## src/rtl/bits_test_seq.sv

```systemverilog
// rtl/bits_test_seq.sv - pattern sequencer driving the bits test generator pattern select
module bits_test_seq #(
    parameter int CNT_W  = 16,
    parameter int LOOP_W = 8,
    parameter int SETTLE = 2
) (
    input  logic              clk,
    input  logic              rst,
    input  logic              i_start,
    input  logic              i_abort,
    input  logic [3:0]        i_pat_en,
    input  logic [CNT_W-1:0]  i_dwell,
    input  logic [LOOP_W-1:0] i_loops,
    output logic [1:0]        o_test_patten,
    output logic              o_pat_valid,
    output logic              o_pat_switch,
    output logic              o_busy,
    output logic              o_done,
    output logic [LOOP_W-1:0] o_loop_cnt
);

    typedef enum logic [1:0] {
        S_IDLE,
        S_SETTLE,
        S_DWELL,
        S_DONE
    } state_t;

    state_t              state_q, state_d;
    logic [1:0]          pat_q, pat_d;
    logic                valid_q, valid_d;
    logic                switch_q, switch_d;
    logic                busy_q, busy_d;
    logic                done_q, done_d;
    logic [LOOP_W-1:0]   loop_cnt_q, loop_cnt_d;
    logic [3:0]          mask_q, mask_d;
    logic [CNT_W-1:0]    dwell_q, dwell_d;
    logic [LOOP_W-1:0]   loops_q, loops_d;
    logic [CNT_W-1:0]    cnt_q, cnt_d;

    logic [3:0]          above;
    logic [LOOP_W-1:0]   loop_inc;

    function automatic logic [1:0] lowest_idx(input logic [3:0] mask);
        logic [1:0] res;
        res = 2'd0;
        for (int k = 3; k >= 0; k--) begin
            if (mask[k]) begin
                res = 2'(k);
            end
        end
        return res;
    endfunction

    // Enabled patterns strictly above the current code.
    assign above    = mask_q & (4'b1110 << pat_q);
    assign loop_inc = (loop_cnt_q == '1) ? loop_cnt_q : loop_cnt_q + 1'b1;

    always_comb begin
        state_d    = state_q;
        pat_d      = pat_q;
        valid_d    = valid_q;
        switch_d   = 1'b0;
        busy_d     = busy_q;
        done_d     = 1'b0;
        loop_cnt_d = loop_cnt_q;
        mask_d     = mask_q;
        dwell_d    = dwell_q;
        loops_d    = loops_q;
        cnt_d      = cnt_q;

        case (state_q)
            S_IDLE: begin
                pat_d   = 2'b00;
                busy_d  = 1'b0;
                valid_d = 1'b0;
                if (i_start && (i_pat_en != 4'b0000)) begin
                    mask_d     = i_pat_en;
                    dwell_d    = (i_dwell == '0) ? CNT_W'(1) : i_dwell;
                    loops_d    = i_loops;
                    loop_cnt_d = '0;
                    pat_d      = lowest_idx(i_pat_en);
                    switch_d   = 1'b1;
                    busy_d     = 1'b1;
                    cnt_d      = '0;
                    state_d    = S_SETTLE;
                end
            end
            S_SETTLE: begin
                if (i_abort) begin
                    state_d = S_IDLE;
                    pat_d   = 2'b00;
                    valid_d = 1'b0;
                    busy_d  = 1'b0;
                    cnt_d   = '0;
                end else if (cnt_q == CNT_W'(SETTLE - 1)) begin
                    cnt_d   = '0;
                    valid_d = 1'b1;
                    state_d = S_DWELL;
                end else begin
                    cnt_d = cnt_q + 1'b1;
                end
            end
            S_DWELL: begin
                if (i_abort) begin
                    state_d = S_IDLE;
                    pat_d   = 2'b00;
                    valid_d = 1'b0;
                    busy_d  = 1'b0;
                    cnt_d   = '0;
                end else if (cnt_q == dwell_q - 1'b1) begin
                    cnt_d   = '0;
                    valid_d = 1'b0;
                    if (above != 4'b0000) begin
                        pat_d    = lowest_idx(above);
                        switch_d = 1'b1;
                        state_d  = S_SETTLE;
                    end else begin
                        loop_cnt_d = loop_inc;
                        if ((loops_q != '0) && (loop_inc == loops_q)) begin
                            state_d = S_DONE;
                            done_d  = 1'b1;
                            busy_d  = 1'b0;
                            pat_d   = 2'b00;
                        end else begin
                            // Wrap pulses the switch even when the code is unchanged.
                            pat_d    = lowest_idx(mask_q);
                            switch_d = 1'b1;
                            state_d  = S_SETTLE;
                        end
                    end
                end else begin
                    cnt_d = cnt_q + 1'b1;
                end
            end
            S_DONE: begin
                state_d = S_IDLE;
                pat_d   = 2'b00;
                busy_d  = 1'b0;
                valid_d = 1'b0;
            end
            default: begin
                state_d = S_IDLE;
            end
        endcase
    end

    always_ff @(posedge clk or posedge rst) begin
        if (rst) begin
            state_q    <= S_IDLE;
            pat_q      <= 2'b00;
            valid_q    <= 1'b0;
            switch_q   <= 1'b0;
            busy_q     <= 1'b0;
            done_q     <= 1'b0;
            loop_cnt_q <= '0;
            mask_q     <= 4'b0000;
            dwell_q    <= '0;
            loops_q    <= '0;
            cnt_q      <= '0;
        end else begin
            state_q    <= state_d;
            pat_q      <= pat_d;
            valid_q    <= valid_d;
            switch_q   <= switch_d;
            busy_q     <= busy_d;
            done_q     <= done_d;
            loop_cnt_q <= loop_cnt_d;
            mask_q     <= mask_d;
            dwell_q    <= dwell_d;
            loops_q    <= loops_d;
            cnt_q      <= cnt_d;
        end
    end

    assign o_test_patten = pat_q;
    assign o_pat_valid   = valid_q;
    assign o_pat_switch  = switch_q;
    assign o_busy        = busy_q;
    assign o_done        = done_q;
    assign o_loop_cnt    = loop_cnt_q;

endmodule

```

## config.mk

```make
export PLATFORM = sky130hd
export DESIGN_NAME = bits_test_seq
export DESIGN_NICKNAME = d
export VERILOG_FILES = /design/src/rtl/bits_test_seq.sv
export SDC_FILE = /design/constraint.sdc
export NUM_CORES = 1
export LEC_CHECK = 0
export CAP_MARGIN = 20
export CORE_MARGIN = 10
export CORE_UTILIZATION = 55
export DETAILED_ROUTE_END_ITERATION = 10
export PLACE_DENSITY = 0.78
export REMOVE_ABC_BUFFERS = 1
export SYNTH_ARGS = -nofsm -noshare
export SYNTH_HDL_FRONTEND = slang
export SYNTH_SLANG_ARGS = --single-unit
```

## constraint.sdc

```tcl
create_clock -name clk -period 9.4 [get_ports clk]
set_input_delay 1.88 -clock clk [delete_from_list [all_inputs] [get_ports clk]]
set_output_delay 1.88 -clock clk [all_outputs]
set_load 0.02 [all_outputs]
```

======== After elaboration in Yosys (flattened, before gate mapping) ========
Index checks and enable logic that the tools add are counted.
W data, S select, Z words.
operators by class
  add/subtract/negate cells ............... 3
  eq/ne operators ......................... 16
  shift-type cells ........................ 1
  multiplexer cells ....................... 62
  bitwise gates (word level) .............. 1
  reductions and logical operators ........ 17
operator list
  cell                     count
  $mux W16                 6
  $mux W2                  25
  $pmux W16 S3             1
  $mux W8                  5
  $mux W1                  19
  $add A16 B1 Y16 const B  1
  $eq A16 B1 Y1 const B    1
  $eq A16 B16 Y1           1
  $logic_not A16 Y1        1
  $pmux W2 S4              2
  $pmux W8 S2              1
  $sub A16 B1 Y16 const B  1
  $ne A3 B3 Y1 const B     4
  $ne A2 B2 Y1 const B     5
  $add A8 B1 Y8 const B    1
  $eq A8 B8 Y1             1
  $eq A8 B8 Y1 const B     1
  $reduce_and A2 Y1        4
  $reduce_bool A4 Y1       2
  $reduce_bool A8 Y1       1
  $reduce_and A5 Y1        1
  $and A4 B4 Y4            1
  $eq A2 B2 Y1 const B     2
  $pmux W1 S4              1
  11 further kinds         12
storage, ports and cells
  register bits ........................... 60
  input port bits ......................... 32
  output and inout port bits .............. 14
  logic and storage cells ................. 111

======== Logic depth before layout (Yosys ltp) ========
Gate-level depths: netlist of run 1.
  word-level depth ........................ 10
  mapped depth ............................ 13
  mapped depth without buffers ............ 10

======== Worst setup path after synthesis of run 1 ========
OpenSTA, ideal clock, no wires.
  path kind ............................... input -> register
  from .................................... input port i_pat_en[0]
  to ...................................... register loop_cnt_q[1] (netlist: o_loop_cnt[1])
  library setup time ...................... 126 ps
  data arrival time ....................... 3,262 ps
  required time ........................... 9,274 ps
  setup slack ............................. 6,012 ps
  stages on the path ...................... 7
  path buffers ............................ 0
  cell sequence ........................... o41ai_1 -> and2_1 -> nor2_1 -> nand4b_1 -> or2_4 -> nor2_1 -> a221o_1
between the ends
  cells in the longest elaborated chain, start to end .. 4
ends and longest elaborated chain
  item                                line  text
  start, declared                     11    input logic [3:0] i_pat_en,
  $reduce_bool A4 Y1                  77    if (i_start && (i_pat_en != 4'b0000)) begin
  $logic_and A1 B1 Y1                 77
  $ne A2 B2 Y1 (no source line)       -
  $reduce_and A5 Y1 (no source line)  -
  end signal, assigned                168   loop_cnt_q <= loop_cnt_d;
  end, declared                       35    logic [LOOP_W-1:0] loop_cnt_q, loop_cnt_d;
Every way passes these cells.
A chain may end at the register's enable or synchronous reset.

======== Worst setup path in the final report of run 1 ========
  from .................................... input port i_pat_en[1]
  to ...................................... register loop_cnt_q[4] (netlist: o_loop_cnt[4])
The elaborated chain is that of the path after synthesis.

==> reports/metrics.cfg, run 1 <==
[cts]
cts-root-buf=clkbuf_8
cts.sink_count=60
cts_setup_buffers=0
cts_resized=0
clk_pin_slew_ns=0.07
cts_max_path_buffers=2
numCtsBuffers=9
cts_hold_buf=0
cts_tree=yes
htree_levels=3
clock_latency_ns=0.35

[finish]
nets=570
syn_to_final_growth_pct=15.8
antennaDiodeCount=0
fin_util_pct=66.1
layout-drive-gt1-share_pct=7.69

[setup_path]
cp_slowest_cell=o41ai_1
crit_path_end_kind=flop
critPathMaxFanout=31
worstRegToRegCells=10
critical-path-max-stage-delay_ns=0.81
worstPathRequired_ns=9.67
worst_ep_arrival_time_ns=4.29
crit_path_cell_trace=clkdlybuf4s50_1 -> o41ai_1 -> or2_2 -> o21ai_0 -> a22oi_1
critical_path_class=primary input to flop
critPathLaunchType=primary input

[timing]
fin_tns_setup_ns=0
timing.fmax_mhz=249
slew_violations=0
setup_slack_ns=5.38
setup_viol=0
slew_headroom_pct=38.1
rsz0062_at_grt=no
period_share_pct=42.7
tightest_slew_ns=0.915
fin_skew_ns=0.0104
period_needed_ns=4.02
hold_viol_final=0

[floorplanning]
start_util_pct=57.1
fp-row-count=31
fp.dieH_um=107
dieArea_um2=11500
die_x_um=107
ios=46
coreArea_um2=7330

[power]
ir_worst_vdd_uv=151
p_clk_share_pct=18.7
leakagePower_nw=2.18
p_comb_share_pct=46.4
p_int_uw=703
swShare_pct=43.6
p_sw_uw=543
power_per_cell_area_nw_per_um2=257
seq_power_share_pct=35.0

[route]
wl_per_cell_um=16.7
routed_wl_um=10500
drc=0
drtIter0Drc=331
vias_per_cell=6.12
vias=3870
first_pass_iters=5
drtAntennaViolNets=0

[min_path]
hold_depth=2
min_path_type=flop to flop

[place]
dp_hpwl_um=7510
gp_congestion=0.904
place_ws_ns=4.49
io_buffers=45

[grt]
grt_remaining_overflow=0
antenna_found_initial=0
top_usage_layer=met2
grt_start_max_net_pins=61
first_global_vias=3765
grt_util_met1_pct=24.3
grt_pass1_wl_um=17800
grt_usage_pct=18.7
use_met3_pct=3.29
met2_usage_pct=30.1

[synthesis]
syn_inst=497
syn-cell-area_um2=4190
yosysWarnings=0
async_flop_share_pct=100
syn_area_per_cell_um2=8.42
synth_edf_count=0
synth_cell_types=70
yosysSeqAreaShare_pct=35.9
ys_seq_elements=60
synthFlopType=dfrtp_1

[run]
cap_violations=0

[run_status]
status=complete, no violations

## layout by cell type, fill, tap and decap left out, types with 4 or more instances in the layout
cell type	instances
and3_1	15
inv_1	18
a31oi_1	8
o21ai_1	8
a21oi_1	14
nor4_1	15
nor3_1	11
nor4b_1	4
clkdlybuf4s50_1	45
mux2i_1	4
nor3b_1	11
o211ai_1	5
o22ai_1	7
nor2b_1	8
or3_1	8
nor2_1	29
xor2_1	12
clkbuf_8	10
xnor2_1	14
nand3_1	5
o21ai_0	26
nand2_1	87
ha_1	9
nand4b_1	4
dfrtp_1	60
a21o_1	14
nand2b_1	6
## power by group through the flow
stage | Clock, mW | Sequential [mW] | Combinational, mW
detailed placement | 0 | 0.437 | 0.567
global placement | 0 | 0.431 | 0.548
finish | 0.233 | 0.436 | 0.578
global route | 0.246 | 0.448 | 0.652
CTS | 0.234 | 0.432 | 0.570
floorplan | 0 | 0.414 | 0.431
## worst max-delay path, delay by kind of cell
| family | cells | cell delay [ns] |
|---|---|---|
| buf+inv | 1 | 0.46 |
| compound gates | 3 | 1.31 |
| simple gates | 1 | 0.63 |
## layer usage
metal  wire length, um  share of wire [%]
met1              4780                 45
met2              5040                 48
met3               553                5.3
met4               163                1.5
met5                 0                  0
## layout make-up
cell class	count	area [um2]
inverters	19	71.3
clock inverters	5	52.6
flip-flops and latches	60	1500
repair buffers	48	480
multi-input cells	391	2480
fillers	606	2480
clock buffers	10	138
well taps	99	124
## synth_stat cells (all sizes together), types with 3 or more instances
| library cell | instances | share of area (%) |
|---|---|---|
| a2111oi | 3 | 1.1 |
| a211oi | 3 | 0.66 |
| a21o | 14 | 2.5 |
| a21oi | 15 | 1.9 |
| a22oi | 3 | 0.54 |
| a31oi | 8 | 1.2 |
| and2 | 3 | 0.45 |
| and3 | 15 | 2.2 |
| buf | 10 | 1.7 |
| clkbuf | 17 | 1.5 |
| dfrtp | 60 | 36 |
| ha | 9 | 2.7 |
| inv | 19 | 1.7 |
| mux2 | 5 | 1.3 |
| mux2i | 4 | 0.96 |
| nand2 | 87 | 7.8 |
| nand2b | 6 | 0.90 |
| nand3 | 5 | 0.60 |
| nand4 | 4 | 0.75 |
| nand4b | 5 | 1.2 |
| nor2 | 30 | 2.7 |
| nor2b | 8 | 1.2 |
| nor3 | 12 | 1.6 |
| nor3b | 11 | 2.0 |
| nor4 | 17 | 3.3 |
| nor4b | 4 | 0.84 |
| o211ai | 5 | 0.90 |
| o21a | 3 | 0.54 |
| o21ai | 34 | 4.1 |
| o22ai | 7 | 1.0 |
| or2 | 6 | 0.96 |
| or3 | 8 | 1.2 |
| or4 | 3 | 0.54 |
| xnor2 | 14 | 2.9 |
| xor2 | 12 | 2.5 |
## through the flow
stage	power, mW	hold WS [ns]	cell area, um2	cells
final	1.25	0.523	4850	632
after global routing	1.35	0.557	4850	632
after CTS	1.24	0.525	4830	631
after detailed placement	1.00	0.510	4640	616
after global placement	0.980	0.489	4640	616
after floorplan	0.845	0.467	4050	470
## sequential cells by signal, summed over array words and instances (netlist names)
name and count:
o_pat_valid 1, o_pat_switch 1, o_busy 1, state_q 2, loops_q 8, o_test_patten 2
dwell_q 16, o_done 1, cnt_q 16, o_loop_cnt 8, mask_q 4
## worst paths after layout
kind / start / endpoint / slack (ns)
worst max-delay path: i_pat_en[1] / o_loop_cnt[4] / 5.38
worst min-delay path: dwell_q[15] / dwell_q[15] / 0.52
worst max register to register: dwell_q[0] / o_loop_cnt[1] / 5.81
worst min register to register: dwell_q[15] / dwell_q[15] / 0.52
max in group asynchronous: rst / cnt_q[15] / 6.80
min in group asynchronous: rst / dwell_q[15] / 2.07
## cells by family (layout without fill, tap and decap cells)
family | Yosys count | in the layout | share of synthesized area, %
buffers and inverters | 46 | 82 | 4.90
XOR/XNOR | 26 | 26 | 5.44
AO/OA/AOI/OAI | 115 | 115 | 18.8
adder cells (fa/ha/maj) | 9 | 9 | 2.69
AND/OR/NAND/NOR | 232 | 232 | 30.0
flip-flops | 60 | 60 | 35.9
multiplexers | 9 | 9 | 2.30
(Power assumes the default switching activity.)
==> run 2, diff against run 1 <==
==> constraint.sdc (replaced) <==
create_clock -name clk -period 3.7 [get_ports clk]
set_input_delay 0.74 -clock clk [delete_from_list [all_inputs] [get_ports clk]]
set_output_delay 0.74 -clock clk [all_outputs]
set_load 0.02 [all_outputs]
==> run 2 against run 1 <==
Against the previous run: critical endpoint is now cnt_q[14]; cell count rose by 0.95%; largest power group unchanged; clock skew shrank 0.0030 ns; clock power increased to 2.8 times the previous value; critical path type is now flop to flop; register-to-register slack lost 5.5 ns; worst hold slack better by 0.00092 ns; flip-flop and latch count is the same; first-iteration DRC count decreased by 25%; sequential power increased to 2.5 times the previous value.
==> reports/metrics.cfg, run 2 (synthesis gave the netlist of run 1 again) <==
[run_status]
status=complete, no violations

[timing]
hold_viol_final=0
rsz0062_at_grt=no
fin_skew_ns=0.00743
setup_viol=0
tightest_slew_ns=0.707
period_needed_ns=3.34
slew_violations=0
timing.fmax_mhz=299
setup_slack_ns=0.356
period_share_pct=90.4
fin_tns_setup_ns=0
holdWs_ns=0.524
slew_headroom_pct=51.7

[floorplanning]
start_util_pct=57.1
coreArea_um2=7330
fp-row-count=31
dieArea_um2=11500
ios=46
die_x_um=107
fp.dieH_um=107

[grt]
first_global_vias=3789
grt_start_max_net_pins=61
antenna_found_initial=0
grt_pass1_wl_um=17600
grt_usage_pct=18.1
grt_remaining_overflow=0

[place]
gp_congestion=0.892
dp_hpwl_um=7560
dp_cells=622
place_ws_ns=0.307
io_buffers=45
post_dp_cell_area_um2=4700

[power]
ir_worst_vdd_uv=341
p_comb_share_pct=45.5
p_sw_mw=1.38
power_mw=3.25
seq_power_share_pct=34.1
p_clk_share_pct=20.4
leakagePower_nw=2.22
power_per_cell_area_nw_per_um2=659
p_int_mw=1.87
swShare_pct=42.5

[setup_path]
worst_ep_arrival_time_ns=3.57
rr_startpoint=dwell_q[0]
crit_path_start=dwell_q[0]
crit_path_end=cnt_q[14]
critical_path_class=flop to flop
reg2reg_setup_slack_ns=0.36
worstPathRequired_ns=3.93
crit_path_end_kind=flop
worstRegToRegCells=11
critPathMaxFanout=29
critPathLaunchType=flop
r2r_end=cnt_q[14]

[finish]
layout-drive-gt1-share_pct=8.72
antennaDiodeCount=0
final_cell_mix=nand2_1, dfrtp_1, clkdlybuf4s50_1, nor2_1, o21ai_0
final_common_cell=nand2_1
final_cells=638
largest_registers=cnt_q: 16 flops, dwell_q: 16 flops
syn_to_final_growth_pct=17.6
stdcell_area_um2=4920
fin_util_pct=67.2
nets=575
fill_cells=583

[route]
routed_wl_um=10300
wl_per_cell_um=16.1
first_pass_iters=5
vias=3842
drtAntennaViolNets=0
drtIter0Drc=249
vias_per_cell=6.02
drc=0

[run]
cap_violations=0

[min_path]
hold_depth=2
min_path_type=flop to flop

[cts]
cts_max_path_buffers=2
clock_latency_ns=0.34
clk_pin_slew_ns=0.07
cts_tree=yes
cts-root-buf=clkbuf_8
cts.sink_count=60
numCtsBuffers=9
htree_levels=3

## run 2: power by group through the flow
stage | combinational [mW] | clock, mW | sequential [mW]
after floorplan | 1.09 | 0 | 1.05
after global placement | 1.41 | 0 | 1.10
after detailed placement | 1.45 | 0 | 1.11
after CTS | 1.47 | 0.665 | 1.10
after global routing | 1.66 | 0.693 | 1.14
final | 1.48 | 0.662 | 1.11
## run 2: layout make-up
type | count | area [um2] | share of cell area (%)
clock inverter | 5 | 75.1 | 1.52
sequential | 60 | 1500 | 30.5
multi-input combinational | 391 | 2490 | 50.5
tap | 99 | 124 | 2.52
clock buffer | 11 | 141 | 2.87
timing repair buffer | 53 | 523 | 10.6
inverter | 19 | 71.3 | 1.45
## run 2: how the worst min path moves through the flow
stage                        to        start  slack (ns)
global placement     dwell_q[9]   dwell_q[9]        0.52
CTS                 o_pat_valid  o_pat_valid        0.52
finish              o_pat_valid  o_pat_valid        0.52
floorplan           dwell_q[15]  dwell_q[15]        0.47
detailed placement  o_pat_valid  o_pat_valid        0.51
global route        o_pat_valid  o_pat_valid        0.56
## run 2: repair_timing
item / 4_1_cts / 5_1_grt
resized for setup: 0 / 1
hold buffers: 0 / 0
endpoints found under the setup margin: 0 / 1
buffers inserted: 0 / 0
## run 2: worst max-delay path, cell delays in order (launching register included)
cell and delay (ns):
dfrtp_1 0.45, inv_1 0.11, ha_1 0.29, or4b_4 0.55, nor4_1 0.30, xnor2_1 0.21
nor4b_2 0.27, nand4_2 0.22, a21oi_2 0.18, buf_4 0.29, o21ai_0 0.16, a21o_1 0.21
## run 2: metal layers
| layer | global-route usage [%] | vias to the layer above | part of all wire (%) |
|---|---|---|---|
| met3 | 2.99 | 18 | 5.0 |
| met5 | 0 | - | 0 |
| met4 | 6.67 | 0 | 1.5 |
| met2 | 28.8 | 117 | 47 |
| met1 | 24.0 | 1848 | 47 |
| li1 | - | 1859 | - |
==> run 3, diff against run 2 <==
--- a/config.mk
+++ b/config.mk
@@ -9,7 +9,7 @@
 export CORE_MARGIN = 10
 export CORE_UTILIZATION = 55
 export DETAILED_ROUTE_END_ITERATION = 10
-export PLACE_DENSITY = 0.78
+export PLACE_DENSITY = 0.86
 export REMOVE_ABC_BUFFERS = 1
 export SYNTH_ARGS = -nofsm -noshare
 export SYNTH_HDL_FRONTEND = slang
==> run 3 against run 2 <==
Against the previous run: worst hold slack worse by 0.010 ns; global-route usage up 0.60 points; sequential share of layout area up 0.50 points; first-iteration DRC count up 40%; critical path depth unchanged; core utilization down 1.1 points; largest power group unchanged.
==> reports/metrics.cfg, run 3 (synthesis gave the netlist of run 1 again) <==
[cts]
cts-root-buf=clkbuf_8
htree_levels=3
numCtsBuffers=9
cts_hold_buf=0
cts_max_path_buffers=2
clock_latency_ns=0.34
cts.sink_count=60
cts_resized=0
cts_tree=yes
clk_pin_slew_ns=0.07
cts_setup_buffers=0

[place]
post_dp_cell_area_um2=4680
dp_hpwl_um=7700
gp_congestion=0.890
io_buffers=45

[timing]
setup_viol=0
timing.fmax_mhz=289
fin_tns_setup_ns=0
holdWs_ns=0.514
rsz0062_at_grt=no
period_share_pct=93.6
period_needed_ns=3.46
fin_skew_ns=0.00732
tightest_slew_ns=0.707
hold_viol_final=0
slew_headroom_pct=52.2
slew_violations=0

[route]
vias=3900
wl_per_cell_um=16.6
routed.top_layer=met4
drtIter0Drc=349
vias_per_cell=6.12
met1_length_um=4760
wl_met2_um=5080
drc=0
drtAntennaViolNets=0
first_pass_iters=5
routed_wl_um=10600
wl_met3_um=558

[floorplanning]
coreArea_um2=7330
fp.dieH_um=107
fp-row-count=31
dieArea_um2=11500
ios=46
die_x_um=107
start_util_pct=57.1

[finish]
antennaDiodeCount=0
fill_cells=577
layout-drive-gt1-share_pct=7.81
final_cell_mix=nand2_1, dfrtp_1, clkdlybuf4s50_1, nor2_1, o21ai_0
stdcell_area_um2=4840
syn_to_final_growth_pct=15.7
nets=574
largest_registers=cnt_q: 16 flops, dwell_q: 16 flops
final_common_cell=nand2_1
fin_util_pct=66.1

[min_path]
hold_depth=2
hold_start=dwell_q[15]
min_to=dwell_q[15]
min_path_type=flop to flop

[setup_path]
r2r_end=cnt_q[14]
worstRegToRegCells=11
critical_path_class=flop to flop
reg2reg_setup_slack_ns=0.24
critPathMaxFanout=29
rr_startpoint=dwell_q[0]
critPathLaunchType=flop
worst_ep_arrival_time_ns=3.69
crit_path_end_kind=flop
worstPathRequired_ns=3.93

[grt]
grt_remaining_overflow=0
first_global_vias=3823
grt_usage_pct=18.7
grt_start_max_net_pins=40
grt_pass1_wl_um=17900
antenna_found_initial=0

[power]
power_per_cell_area_nw_per_um2=642
leakagePower_nw=2.18
ir_worst_vdd_uv=416

[run]
cap_violations=0

[run_status]
status=complete, no violations

## run 3: changes by cell type in the layout (fill, tap and decap cells not counted), sizes merged
cell    delta
clkbuf     +3
bufinv     -2
buf        -1
clkinv     -1
## run 3: how the worst max path moves through the flow
stage,cells after the start,end,start
global route,11,cnt_q[8],dwell_q[0]
global placement,11,cnt_q[8],dwell_q[0]
floorplan,10,cnt_q[12],dwell_q[0]
CTS,11,cnt_q[12],dwell_q[0]
finish,11,cnt_q[14],dwell_q[0]
detailed placement,11,cnt_q[12],dwell_q[0]
## run 3: power by group
part	switching [mW]	internal, mW	leakage [nW]
sequential	0.261	0.841	0.783
combinational	0.864	0.627	1.31
clock	0.253	0.260	0.0844
total	1.38	1.73	2.18
## run 3: critical path, cell delays in order, from the launching register on
cell	delay [ns]
dfrtp_1	0.46
inv_1	0.13
ha_1	0.30
or4b_4	0.55
nor4_1	0.28
xnor2_1	0.22
nor4b_1	0.34
nand4_2	0.25
a21oi_2	0.19
buf_4	0.29
o21ai_0	0.14
a21o_1	0.20
## run 3: area by class of cell
| cell class | count | area (um2) | share of cell area, % |
|---|---|---|---|
| clock buffer | 14 | 153 | 3.15 |
| clock inverter | 2 | 10.0 | 0.207 |
| inverter | 19 | 71.3 | 1.47 |
| multi-input combinational | 391 | 2480 | 51.2 |
| sequential | 60 | 1500 | 31.0 |
| tap | 99 | 124 | 2.56 |
| timing repair buffer | 52 | 503 | 10.4 |
## run 3: per-stage QoR
stage / setup slack, ns / instances / power, mW
floorplan: 0.345 / 470 / 2.15
global placement: 0.497 / 621 / 2.50
detailed placement: 0.353 / 621 / 2.57
CTS: 0.288 / 637 / 3.09
global route: 0.00539 / 637 / 3.34
finish: 0.238 / 637 / 3.11
## run 3: routing by layer
metal  GRT usage [%]  vias up
met3            3.17       22
met2            30.1      141
met1            24.3     1868
li1                -     1869
met5               0        -
met4            7.35        0
